### config.mk
export PLATFORM = sky130hd
export DESIGN_NAME = multicycle_ctrl
export DESIGN_NICKNAME = d
export VERILOG_FILES = /design/src/rtl/multicycle_ctrl.sv
export SDC_FILE = /design/constraint.sdc
export NUM_CORES = 1
export LEC_CHECK = 0
export BUFFER_PORTS_ARGS = -buffer_cell sky130_fd_sc_hd__buf_4
export CORE_MARGIN = 1
export CORE_UTILIZATION = 48
export DETAILED_ROUTE_END_ITERATION = 8
export MAX_ROUTING_LAYER = met4
export PLACE_DENSITY_LB_ADDON = 0.3
export SYNTH_ARGS = -nofsm -noshare
export SYNTH_HDL_FRONTEND = slang
export SYNTH_SLANG_ARGS = --single-unit
### constraint.sdc
create_clock -name clk -period 5.6 [get_ports clk]
set_clock_uncertainty 0.2 [all_clocks]
set_input_delay 1.12 -clock clk [delete_from_list [all_inputs] [get_ports clk]]
set_output_delay 1.12 -clock clk [all_outputs]
set_load 0.01 [all_outputs]
### src/rtl/multicycle_ctrl.sv
// ---------------------------------------------------------------------------
// multicycle_ctrl
//
// Multi-cycle control sequencer for the single-cycle datapath (register file,
// ALU-source mux, ALU). Accepts one RV32I instruction at a time over a
// valid/ready handshake, latches it into an instruction register and steps
// the datapath through FETCH / DECODE / EXEC / MEM / WB. Unsupported opcodes
// or funct3 encodings raise a sticky halt that only reset clears.
//
// Ports
//   clk          rising-edge clock
//   rst          synchronous, active-high reset
//   instr        instruction word, captured on instr_valid && instr_ready
//   instr_valid  instruction source has a word
//   instr_ready  controller accepts a word (FETCH only)
//   EQ           ALU equality flag, used by branches in EXEC
//   mem_done     data memory finished the current access (MEM only)
//   rs1/rs2/rd   register addresses from the latched instruction
//   RegWrite     register-file write enable (suppressed when rd == 0)
//   ALUsrc       0 = register operand 2, 1 = ImmOp
//   ALUctrl      000 add, 001 sub, 010 and, 011 or, 101 slt
//   ImmOp        sign-extended immediate of the latched instruction
//   ResultSrc    write-back select: 00 ALU, 01 memory, 10 PC+4
//   mem_req      data-memory request
//   mem_we       data-memory write
//   PCen         one-cycle PC update strobe
//   PCsrc        00 PC+4, 01 PC+ImmOp, 10 ALUop1+ImmOp
//   halted       sticky illegal-instruction flag
//   state        current FSM state (debug)
// ---------------------------------------------------------------------------
module multicycle_ctrl #(
    parameter int DATAWIDTH = 32,
    parameter int REGWIDTH  = 5
) (
    input  logic                 clk,
    input  logic                 rst,
    input  logic [DATAWIDTH-1:0] instr,
    input  logic                 instr_valid,
    output logic                 instr_ready,
    input  logic                 EQ,
    input  logic                 mem_done,
    output logic [REGWIDTH-1:0]  rs1,
    output logic [REGWIDTH-1:0]  rs2,
    output logic [REGWIDTH-1:0]  rd,
    output logic                 RegWrite,
    output logic                 ALUsrc,
    output logic [2:0]           ALUctrl,
    output logic [DATAWIDTH-1:0] ImmOp,
    output logic [1:0]           ResultSrc,
    output logic                 mem_req,
    output logic                 mem_we,
    output logic                 PCen,
    output logic [1:0]           PCsrc,
    output logic                 halted,
    output logic [2:0]           state
);

    localparam logic [6:0] OP_R      = 7'b0110011;
    localparam logic [6:0] OP_I      = 7'b0010011;
    localparam logic [6:0] OP_LOAD   = 7'b0000011;
    localparam logic [6:0] OP_STORE  = 7'b0100011;
    localparam logic [6:0] OP_BRANCH = 7'b1100011;
    localparam logic [6:0] OP_JAL    = 7'b1101111;
    localparam logic [6:0] OP_JALR   = 7'b1100111;

    typedef enum logic [2:0] {
        S_FETCH  = 3'd0,
        S_DECODE = 3'd1,
        S_EXEC   = 3'd2,
        S_MEM    = 3'd3,
        S_WB     = 3'd4,
        S_HALT   = 3'd7
    } state_t;

    // Legal opcode / funct3 combinations of the supported RV32I subset.
    function automatic logic is_legal(input logic [6:0] op, input logic [2:0] f3);
        logic ok;
        ok = 1'b0;
        case (op)
            OP_R, OP_I: begin
                case (f3)
                    3'b000, 3'b111, 3'b110, 3'b010: ok = 1'b1;
                    default:                        ok = 1'b0;
                endcase
            end
            OP_LOAD, OP_STORE: ok = (f3 == 3'b010);
            OP_BRANCH:         ok = (f3 == 3'b000) || (f3 == 3'b001);
            OP_JAL:            ok = 1'b1;
            OP_JALR:           ok = (f3 == 3'b000);
            default:           ok = 1'b0;
        endcase
        return ok;
    endfunction

    // Immediate generator: format chosen by opcode, R-type has none.
    function automatic logic [DATAWIDTH-1:0] imm_gen(input logic [DATAWIDTH-1:0] ir);
        logic [DATAWIDTH-1:0] imm;
        case (ir[6:0])
            OP_I, OP_LOAD, OP_JALR:
                imm = {{(DATAWIDTH-12){ir[31]}}, ir[31:20]};
            OP_STORE:
                imm = {{(DATAWIDTH-12){ir[31]}}, ir[31:25], ir[11:7]};
            OP_BRANCH:
                imm = {{(DATAWIDTH-12){ir[31]}}, ir[7], ir[30:25], ir[11:8], 1'b0};
            OP_JAL:
                imm = {{(DATAWIDTH-20){ir[31]}}, ir[19:12], ir[20], ir[30:21], 1'b0};
            default:
                imm = {DATAWIDTH{1'b0}};
        endcase
        return imm;
    endfunction

    // ALU operation from funct3; sub_sel is funct7[5] and only applies to R-type.
    function automatic logic [2:0] alu_op(input logic [2:0] f3, input logic sub_sel);
        logic [2:0] ctl;
        case (f3)
            3'b000:  ctl = sub_sel ? 3'b001 : 3'b000;
            3'b111:  ctl = 3'b010;
            3'b110:  ctl = 3'b011;
            3'b010:  ctl = 3'b101;
            default: ctl = 3'b000;
        endcase
        return ctl;
    endfunction

    state_t                 state_r;
    state_t                 next_state_s;
    logic [DATAWIDTH-1:0]   ir_r;
    logic                   halted_r;

    logic [6:0]             op_s;
    logic [2:0]             f3_s;
    logic                   legal_s;
    logic                   handshake_s;

    logic                   ready_s;
    logic                   reg_write_s;
    logic                   alu_src_s;
    logic [2:0]             alu_ctrl_s;
    logic [1:0]             result_src_s;
    logic                   mem_req_s;
    logic                   mem_we_s;
    logic                   pc_en_s;
    logic [1:0]             pc_src_s;

    assign op_s        = ir_r[6:0];
    assign f3_s        = ir_r[14:12];
    assign legal_s     = is_legal(op_s, f3_s);
    assign handshake_s = instr_valid && (state_r == S_FETCH);

    // FSM state register.
    always_ff @(posedge clk) begin
        if (rst) begin
            state_r <= S_FETCH;
        end else begin
            state_r <= next_state_s;
        end
    end

    // Instruction register, loaded on the fetch handshake.
    always_ff @(posedge clk) begin
        if (rst) begin
            ir_r <= {DATAWIDTH{1'b0}};
        end else if (handshake_s) begin
            ir_r <= instr;
        end else begin
            ir_r <= ir_r;
        end
    end

    // Sticky halt flag, set when DECODE finds an illegal instruction.
    always_ff @(posedge clk) begin
        if (rst) begin
            halted_r <= 1'b0;
        end else if ((state_r == S_DECODE) && !legal_s) begin
            halted_r <= 1'b1;
        end else begin
            halted_r <= halted_r;
        end
    end

    // Next-state logic.
    always_comb begin
        next_state_s = state_r;
        case (state_r)
            S_FETCH: begin
                if (instr_valid) begin
                    next_state_s = S_DECODE;
                end else begin
                    next_state_s = S_FETCH;
                end
            end
            S_DECODE: begin
                if (legal_s) begin
                    next_state_s = S_EXEC;
                end else begin
                    next_state_s = S_HALT;
                end
            end
            S_EXEC: begin
                if ((op_s == OP_LOAD) || (op_s == OP_STORE)) begin
                    next_state_s = S_MEM;
                end else begin
                    next_state_s = S_FETCH;
                end
            end
            S_MEM: begin
                if (!mem_done) begin
                    next_state_s = S_MEM;
                end else if (op_s == OP_LOAD) begin
                    next_state_s = S_WB;
                end else begin
                    next_state_s = S_FETCH;
                end
            end
            S_WB:    next_state_s = S_FETCH;
            S_HALT:  next_state_s = S_HALT;
            default: next_state_s = S_FETCH;
        endcase
    end

    // Control outputs decoded from state, latched instruction and EQ.
    always_comb begin
        ready_s      = 1'b0;
        reg_write_s  = 1'b0;
        alu_src_s    = 1'b0;
        alu_ctrl_s   = 3'b000;
        result_src_s = 2'b00;
        mem_req_s    = 1'b0;
        mem_we_s     = 1'b0;
        pc_en_s      = 1'b0;
        pc_src_s     = 2'b00;
        case (state_r)
            S_FETCH: ready_s = 1'b1;
            S_EXEC: begin
                case (op_s)
                    OP_R: begin
                        reg_write_s = 1'b1;
                        alu_ctrl_s  = alu_op(f3_s, ir_r[30]);
                        pc_en_s     = 1'b1;
                    end
                    OP_I: begin
                        reg_write_s = 1'b1;
                        alu_src_s   = 1'b1;
                        alu_ctrl_s  = alu_op(f3_s, 1'b0);
                        pc_en_s     = 1'b1;
                    end
                    OP_BRANCH: begin
                        alu_ctrl_s = 3'b001;
                        pc_en_s    = 1'b1;
                        // funct3[0] distinguishes bne from beq.
                        if (EQ ^ f3_s[0]) begin
                            pc_src_s = 2'b01;
                        end else begin
                            pc_src_s = 2'b00;
                        end
                    end
                    OP_JAL: begin
                        reg_write_s  = 1'b1;
                        result_src_s = 2'b10;
                        pc_en_s      = 1'b1;
                        pc_src_s     = 2'b01;
                    end
                    OP_JALR: begin
                        reg_write_s  = 1'b1;
                        result_src_s = 2'b10;
                        alu_src_s    = 1'b1;
                        pc_en_s      = 1'b1;
                        pc_src_s     = 2'b10;
                    end
                    OP_LOAD, OP_STORE: begin
                        alu_src_s  = 1'b1;
                        alu_ctrl_s = 3'b000;
                    end
                    default: begin
                        alu_src_s = 1'b0;
                    end
                endcase
            end
            S_MEM: begin
                // Address operands stay selected for the whole access.
                alu_src_s = 1'b1;
                mem_req_s = 1'b1;
                mem_we_s  = (op_s == OP_STORE);
                if (mem_done && (op_s == OP_STORE)) begin
                    pc_en_s = 1'b1;
                end else begin
                    pc_en_s = 1'b0;
                end
            end
            S_WB: begin
                reg_write_s  = 1'b1;
                result_src_s = 2'b01;
                pc_en_s      = 1'b1;
            end
            default: begin
                ready_s = 1'b0;
            end
        endcase
    end

    // Strobes are forced low while reset is held so a pending access or PC
    // update in the interrupted state never reaches the datapath.
    assign instr_ready = ready_s && !rst;
    assign RegWrite    = reg_write_s && (rd != {REGWIDTH{1'b0}}) && !rst;
    assign mem_req     = mem_req_s && !rst;
    assign mem_we      = mem_we_s && !rst;
    assign PCen        = pc_en_s && !rst;

    assign ALUsrc      = alu_src_s;
    assign ALUctrl     = alu_ctrl_s;
    assign ResultSrc   = result_src_s;
    assign PCsrc       = pc_src_s;

    assign rs1         = ir_r[19:15];
    assign rs2         = ir_r[24:20];
    assign rd          = ir_r[11:7];
    assign ImmOp       = imm_gen(ir_r);
    assign halted      = halted_r;
    assign state       = state_r;

endmodule

**Yosys cells after proc, flatten, opt, wreduce, memory -nomap -nowiden**

Cells that the tools add are included.

- Bits of input ports: 37
- Output and inout port bits: 64
- Register bits after elaboration: 36

- Bitwise logic cells: 1
- Reductions and logical operators: 24
- Equality and inequality tests: 16
- Mux-type cells: 29

Operators by type and width:

| cell | number |
|---|---|
| $pmux W32 S4 | 1 |
| $eq A7 B7 Y1 const B | 3 |
| $pmux W3 S3 | 2 |
| $pmux W3 S5 | 1 |
| $eq A7 B6 Y1 const B | 2 |
| $eq A3 B3 Y1 const B | 4 |
| $mux W3 | 4 |
| $pmux W3 S4 | 1 |
| $reduce_or A4 Y1 | 3 |
| $mux W1 | 11 |
| $eq A3 B2 Y1 const B | 3 |
| $logic_and A1 B1 Y1 | 9 |
| $eq A7 B2 Y1 const B | 1 |
| $eq A7 B5 Y1 const B | 1 |
| $eq A3 B1 Y1 const B | 2 |
| $logic_not A3 Y1 | 2 |
| $mux W2 | 3 |
| $pmux W2 S3 | 1 |
| $reduce_or A2 Y1 | 3 |
| $pmux W1 S5 | 1 |
| $reduce_bool A5 Y1 | 1 |
| $reduce_or A5 Y1 | 1 |
| $pmux W1 S2 | 2 |
| $pmux W2 S2 | 1 |
| 5 further kinds | 7 |

**Logic depth before layout (Yosys ltp)**

Gate-level depths: netlist of the first run.

- Depth after elaboration: 6
- Depth in mapped cells: 6
- Depth with buffers taken out: 4

**Worst setup path after synthesis of the first run**

OpenSTA, ideal clock, no wires.

- Path type: input port to output port
- From: input rst
- To: output mem_we
- Stages on the path: 3
- Buffers on the path: 0
- Slack: 2.561 ns
- Arrival: 1.719 ns
- Data required time: 4.280 ns
- Path through: nand2b_1 -> nor2_1 -> and3_1

- Word-level cells in the longest chain between the ends: 2

RTL lines:

| what | line | RTL |
|---|---|---|
| from (decl) | 36 | `input logic rst,` |
| $logic_not A1 Y1 | 307 | `assign mem_we = mem_we_s && !rst;` |
| $logic_and A1 B1 Y1 | 307 |  |
| to (decl) | 51 | `output logic mem_we,` |

No other way between the ends.

**Worst setup path in the final report of the first run**

Ends and elaborated chain as after synthesis.

==> results.yml, run 1 <==
finish:
  nets: 382
  drive_gt1_share_pct: 35.5
  antenna_cells: 0
  syn_to_final_growth_pct: 30.7
drt:
  wl_mm: 5.29
  route.detailed.drc: 0
  first_pass_iters: 4
  post_drt_wl_per_cell_um: 13.4
  ant_nets: 0
  num_vias: 2074
  drt-initial-drc-count: 124
  routed_via_density: 5.24
clock_network:
  numCtsBuffers: 5
  clk_latency_ns: 0.28
  cts.clk_slew.worst_paths_ns: 0.07
  cts.sinks: 36
  post_cts_buffers: 0
  cts-root-buf: "clkbuf_8"
  cts_tree: "yes"
  cts_buffer_depth: 2
  cts_max_level: 2
  ctsResizeCount: 0
  cts_hold_buffers: 0
place:
  dp_slack_ns: 2.19
  port_buffers: 100
  gp_congestion: 0.955
  dpl.hpwl_mm: 3.95
run_status:
  status: "completed"
worst_setup_path:
  slowest_delay_ns: 0.33
  cp_common_cell: "buf_4"
  cp-start-kind: "input pin"
  arrival_ns: 2.08
  crit_path_max_fanout: 39
  required_ns: 4.28
  path_cells: "buf_4 > nand2b_1 > nor2_1 > and3_1 > buf_4"
  path_class: "input pin to output pin"
  slowest_stage: "buf_4"
  critPathCaptureType: "output pin"
die:
  coreArea_mm2: 0.00409
  initial_core_util_pct: 51.2
  die_h_um: 68.0
  die_w_um: 68.0
  rows: 23
  die_area_mm2: 0.00463
  io_pins: 101
logic_synthesis:
  synthTopCellsByArea: "dfxtp_1, nand2_1, buf_4"
  netlist_area_mm2: 0.00209
  synth_cell_types: 45
  synth-warning-count: 0
  synth-edff-count: 0
  syn-num-nets: 316
  synth_cells: 279
  synth-seq-cells: 36
  avgSynthCellArea_um2: 7.50
  synth-main-ff-cell: "dfxtp_1"
  yosysSeqAreaShare_pct: 34.4
  yosysTopAreaCellShare_pct: 34.4
  netlist_top_cells_count: "nand2_1, a21oi_1, dfxtp_1"
  async_flop_share_pct: 0
  synth_top_area_cell: "dfxtp_1"
  synth_most_common_cell: "nand2_1"
sta:
  period_share_pct: 60.7
  slew_viol_final: 0
  finalSetupViolCount: 0
  setup_ws_ns: 2.20
  finalCriticalPeriod_ns: 3.40
  grt_setup_unrepaired: "false"
  fin_setup_tns_ns: 0
  clock.fmax_mhz: 294
  finalHoldViolCount: 0
  worst_pin_slew_ns: 0.756
  relSlewSlack_pct: 49.4
grt:
  grt_max_degree: 40
  antenna_found_initial: 0
  grt_overflow: 0
  grt_pass1_vias: 1732
  grt.total_usage_pct: 23.8
  grt_pass1_wl_mm: 8.07
power_and_ir_drop:
  ir_worst_vdd_mv: 0.162
  power_density_mw_per_mm2: 253
  leakage_nw: 1.29
  p_total_uw: 692
run:
  drv_cap: 0
min_path:
  hold_path.class: "flop to flop"
flip-flops by register name (all words and copies together), names as in the netlist:
register	count
halted	1
ir_r	32
state	3
logic make-up (layout without fill, tap and decap cells):
| logic type | after synthesis | in the layout | synth area share (%) |
|---|---|---|---|
| AND/OR/NAND/NOR | 123 | 123 | 28.6 |
| buffers and inverters | 48 | 115 | 14.2 |
| XOR/XNOR | 1 | 1 | 0.418 |
| flip-flops | 36 | 36 | 34.4 |
| multiplexers | 1 | 1 | 0.478 |
| AO/OA/AOI/OAI | 70 | 70 | 21.9 |
final cells by class:
class | count | area [um2]
timing repair buffer | 102 | 766
tap | 50 | 62.6
multi-input combinational | 195 | 1070
fill | 387 | 1350
clock buffer | 7 | 86.3
sequential | 36 | 721
clock inverter | 1 | 7.51
inverter | 5 | 18.8
report_power, final:
group          leakage [nW]  switching, mW  internal [mW]
sequential            0.295         0.0417          0.287
clock                0.0445         0.0900         0.0999
combinational         0.950         0.0905         0.0828
routing by layer:
layer / up-vias / track usage (%) / wire length [um]
met2: 71 / 40.1 / 2700
li1: 1053 / - / -
met3: 9 / 4.00 / 292
met5: - / - / 0
met4: 0 / 8.07 / 82
met1: 941 / 28.4 / 2220
cell usage in the layout (no fill, tap or decap), types with 2 or more instances in the layout:
master,Yosys,final
a22o_2,4,4
and2_1,7,7
and3_1,3,3
clkbuf_8,0,6
buf_4,27,102
a21o_1,8,8
nor3_1,3,3
dfxtp_1,36,36
o21ai_0,2,2
a31oi_1,5,5
nor4_1,3,3
nand3_1,4,4
nand3b_1,2,2
nor2_1,10,10
or3_1,2,2
nand2b_1,4,4
inv_1,5,5
o211ai_1,2,2
a21oi_1,38,38
a221o_1,2,2
nand2_1,74,74
through the flow:
step | instance area [um2] | utilization, % | cells | hold WS, ns
5_1_grt | 2740 | 67.0 | 396 | 0.289
2_1_floorplan | 2090 | - | 279 | 0.232
6_report | 2740 | 67.0 | 396 | 0.250
3_5_place_dp | 2640 | 64.7 | 388 | 0.242
3_3_place_gp | 2640 | 64.7 | 388 | 0.238
4_1_cts | 2740 | 67.0 | 396 | 0.252
critical path: cells and delay by family:
family	cells	cell delay, ns
and+or+nand+nor	3	0.48
buffers and inverters	2	0.46
worst paths after layout:
| kind | startpoint | endpoint | cells after the start | slack [ns] |
|---|---|---|---|---|
| max | rst | mem_we | 5 | 2.20 |
| min | ir_r[25] | ir_r[25] | 2 | 0.25 |
| max reg2reg | state[1] | state[0] | 5 | 3.31 |
| min reg2reg | ir_r[25] | ir_r[25] | 2 | 0.25 |
Power figures use the tool's default switching activity.
==> inputs of run 2 (changes only) <==
CORE_UTILIZATION = 46   (was 48)
clock period = 3.5 ns   (was 5.6 ns; I/O delays follow)
==> run 2 against run 1 <==
Against the previous run:
- sequential power up 60%
- global-route usage down 0.35 points
- final area down 0.37%
- sequential cell count unchanged
- combinational power up 62%
- largest power group unchanged
- critical path type is now flop to output pin
- worst setup slack worse by 1.7 ns
- sequential share of layout area up 0.097 points
- register-to-register slack worse by 2.0 ns
==> results.yml, run 2 (same netlist as run 1, synthesis figures left out) <==
min_path:
  worst_hold_path.endpoint: "ir_r[29]"
  hold_path.class: "flop to flop"
  hold_depth: 2
  hp-start: "ir_r[29]"
power_and_ir_drop:
  leakage_nw: 1.29
  p_switching_uw: 362
  clock_power_share_pct: 25.8
  p_total_mw: 1.09
  swShare_pct: 33.2
  power_density_mw_per_mm2: 399
  internal_power_uw: 726
  pwr-share-comb_pct: 25.8
  power_frac_seq_pct: 48.4
  ir_worst_vdd_mv: 0.226
die:
  die_area_mm2: 0.00482
  rows: 24
  die_h_um: 69.5
  initial_core_util_pct: 48.1
  coreArea_mm2: 0.00435
  io_pins: 101
  die_w_um: 69.5
place:
  dp_slack_ns: 0.827
  port_buffers: 100
  gp_congestion: 0.918
  placed_area_mm2: 0.00265
  dpl.hpwl_mm: 4.06
  dp.cells: 390
sta:
  slew_viol_final: 0
  finalCriticalPeriod_ns: 3.00
  clock.fmax_mhz: 334
  finalHoldViolCount: 0
  period_share_pct: 85.7
  hold_ws_ns: 0.251
  setup_ws_ns: 0.502
  fin_setup_tns_ns: 0
  relSlewSlack_pct: 39.3
  grt_setup_unrepaired: "false"
  finalSetupViolCount: 0
  worst_pin_slew_ns: 0.907
grt:
  grt.total_usage_pct: 23.4
  grt_max_degree: 40
  grt_overflow: 0
  grt_pass1_vias: 1801
  antenna_found_initial: 0
  grt_pass1_wl_mm: 8.92
worst_setup_path:
  arrival_ns: 2.10
  reg2reg_from: "state[2]"
  required_ns: 2.60
  timing.rr.end: "ir_r[4]"
  crit_path_max_fanout: 12
  cp-start-kind: "flop"
  critPathCaptureType: "output pin"
  rr_worst_depth: 4
  r2r_slack_ns: 1.36
  path_class: "flop to output pin"
drt:
  route.detailed.drc: 0
  wl_mm: 5.58
  wl_met1_mm: 2.50
  met2_length_mm: 2.75
  first_pass_iters: 5
  ant_nets: 0
  top_layer_used: "met4"
  post_drt_wl_per_cell_um: 14.0
  routed_via_density: 5.35
  num_vias: 2124
  drt-initial-drc-count: 130
  met3_length_um: 267
clock_network:
  cts_hold_buffers: 0
  ctsResizeCount: 0
  cts_max_level: 2
  cts-root-buf: "clkbuf_8"
  cts.clk_slew.worst_paths_ns: 0.07
  cts_buffer_depth: 2
  cts_tree: "yes"
  clk_latency_ns: 0.28
  post_cts_buffers: 0
  numCtsBuffers: 5
  cts.sinks: 36
finish:
  top_register: "ir_r"
  antenna_cells: 0
  fin_util_pct: 62.6
  syn_to_final_growth_pct: 30.2
  layout_common_cells: "buf_4, nand2_1, a21oi_1, dfxtp_1, nor2_1"
  fin_cells: 397
  largest_register_ffs: 32
  final_common_cell: "buf_4"
  stdcell_area_mm2: 0.00273
  num-fill-cells: 426
  nets: 382
  drive_gt1_share_pct: 35.7
run_status:
  status: "completed"
run:
  drv_cap: 0
==> run 2: changes by cell type in the layout (fill, tap and decap cells not counted) <==
cell / delta
clkbuf_1: -1
clkbuf_8: -1
clkinv_2: +1
==> run 2: metal layers <==
layer	vias to the layer above	global-route usage, %
li1	1059	-
met1	996	30.9
met2	61	37.4
met3	8	3.34
met4	0	6.80
met5	-	-
==> run 2: worst max path at each step <==
| stage | end | from | slack, ns | cells after the start |
|---|---|---|---|---|
| 2_1_floorplan | ImmOp[21] | ir_r[3] | 1.10 | 5 |
| 3_3_place_gp | mem_we | rst | 0.89 | 5 |
| 3_5_place_dp | ImmOp[20] | ir_r[6] | 0.83 | 5 |
| 4_1_cts | ImmOp[20] | ir_r[6] | 0.52 | 5 |
| 5_1_grt | ImmOp[30] | ir_r[6] | 0.30 | 5 |
| 6_report | ImmOp[20] | ir_r[6] | 0.50 | 5 |
==> run 2: layout make-up <==
type / count / area (um2) / area share (%)
Multi-Input combinational cell: 195 / 1070 / 39.4
Timing Repair Buffer: 102 / 766 / 28.1
Sequential cell: 36 / 721 / 26.4
Clock buffer: 5 / 68.8 / 2.52
Tap cell: 52 / 65.1 / 2.39
Inverter: 5 / 18.8 / 0.688
Clock inverter: 2 / 12.5 / 0.459
==> run 2: critical path, stage by stage, from the launching register on <==
cell and delay (ns):
dfxtp_1 0.57, and3_1 0.30, nand3_1 0.15, nand2_1 0.21, and2_1 0.39, buf_4 0.20
==> run 2: power by group through the flow <==
stage	sequential [mW]	combinational [mW]	clock [mW]
final	0.527	0.280	0.281
after global routing	0.536	0.310	0.304
after floorplan	0.506	0.210	0
after global placement	0.534	0.279	0
after CTS	0.526	0.284	0.288
after detailed placement	0.535	0.284	0
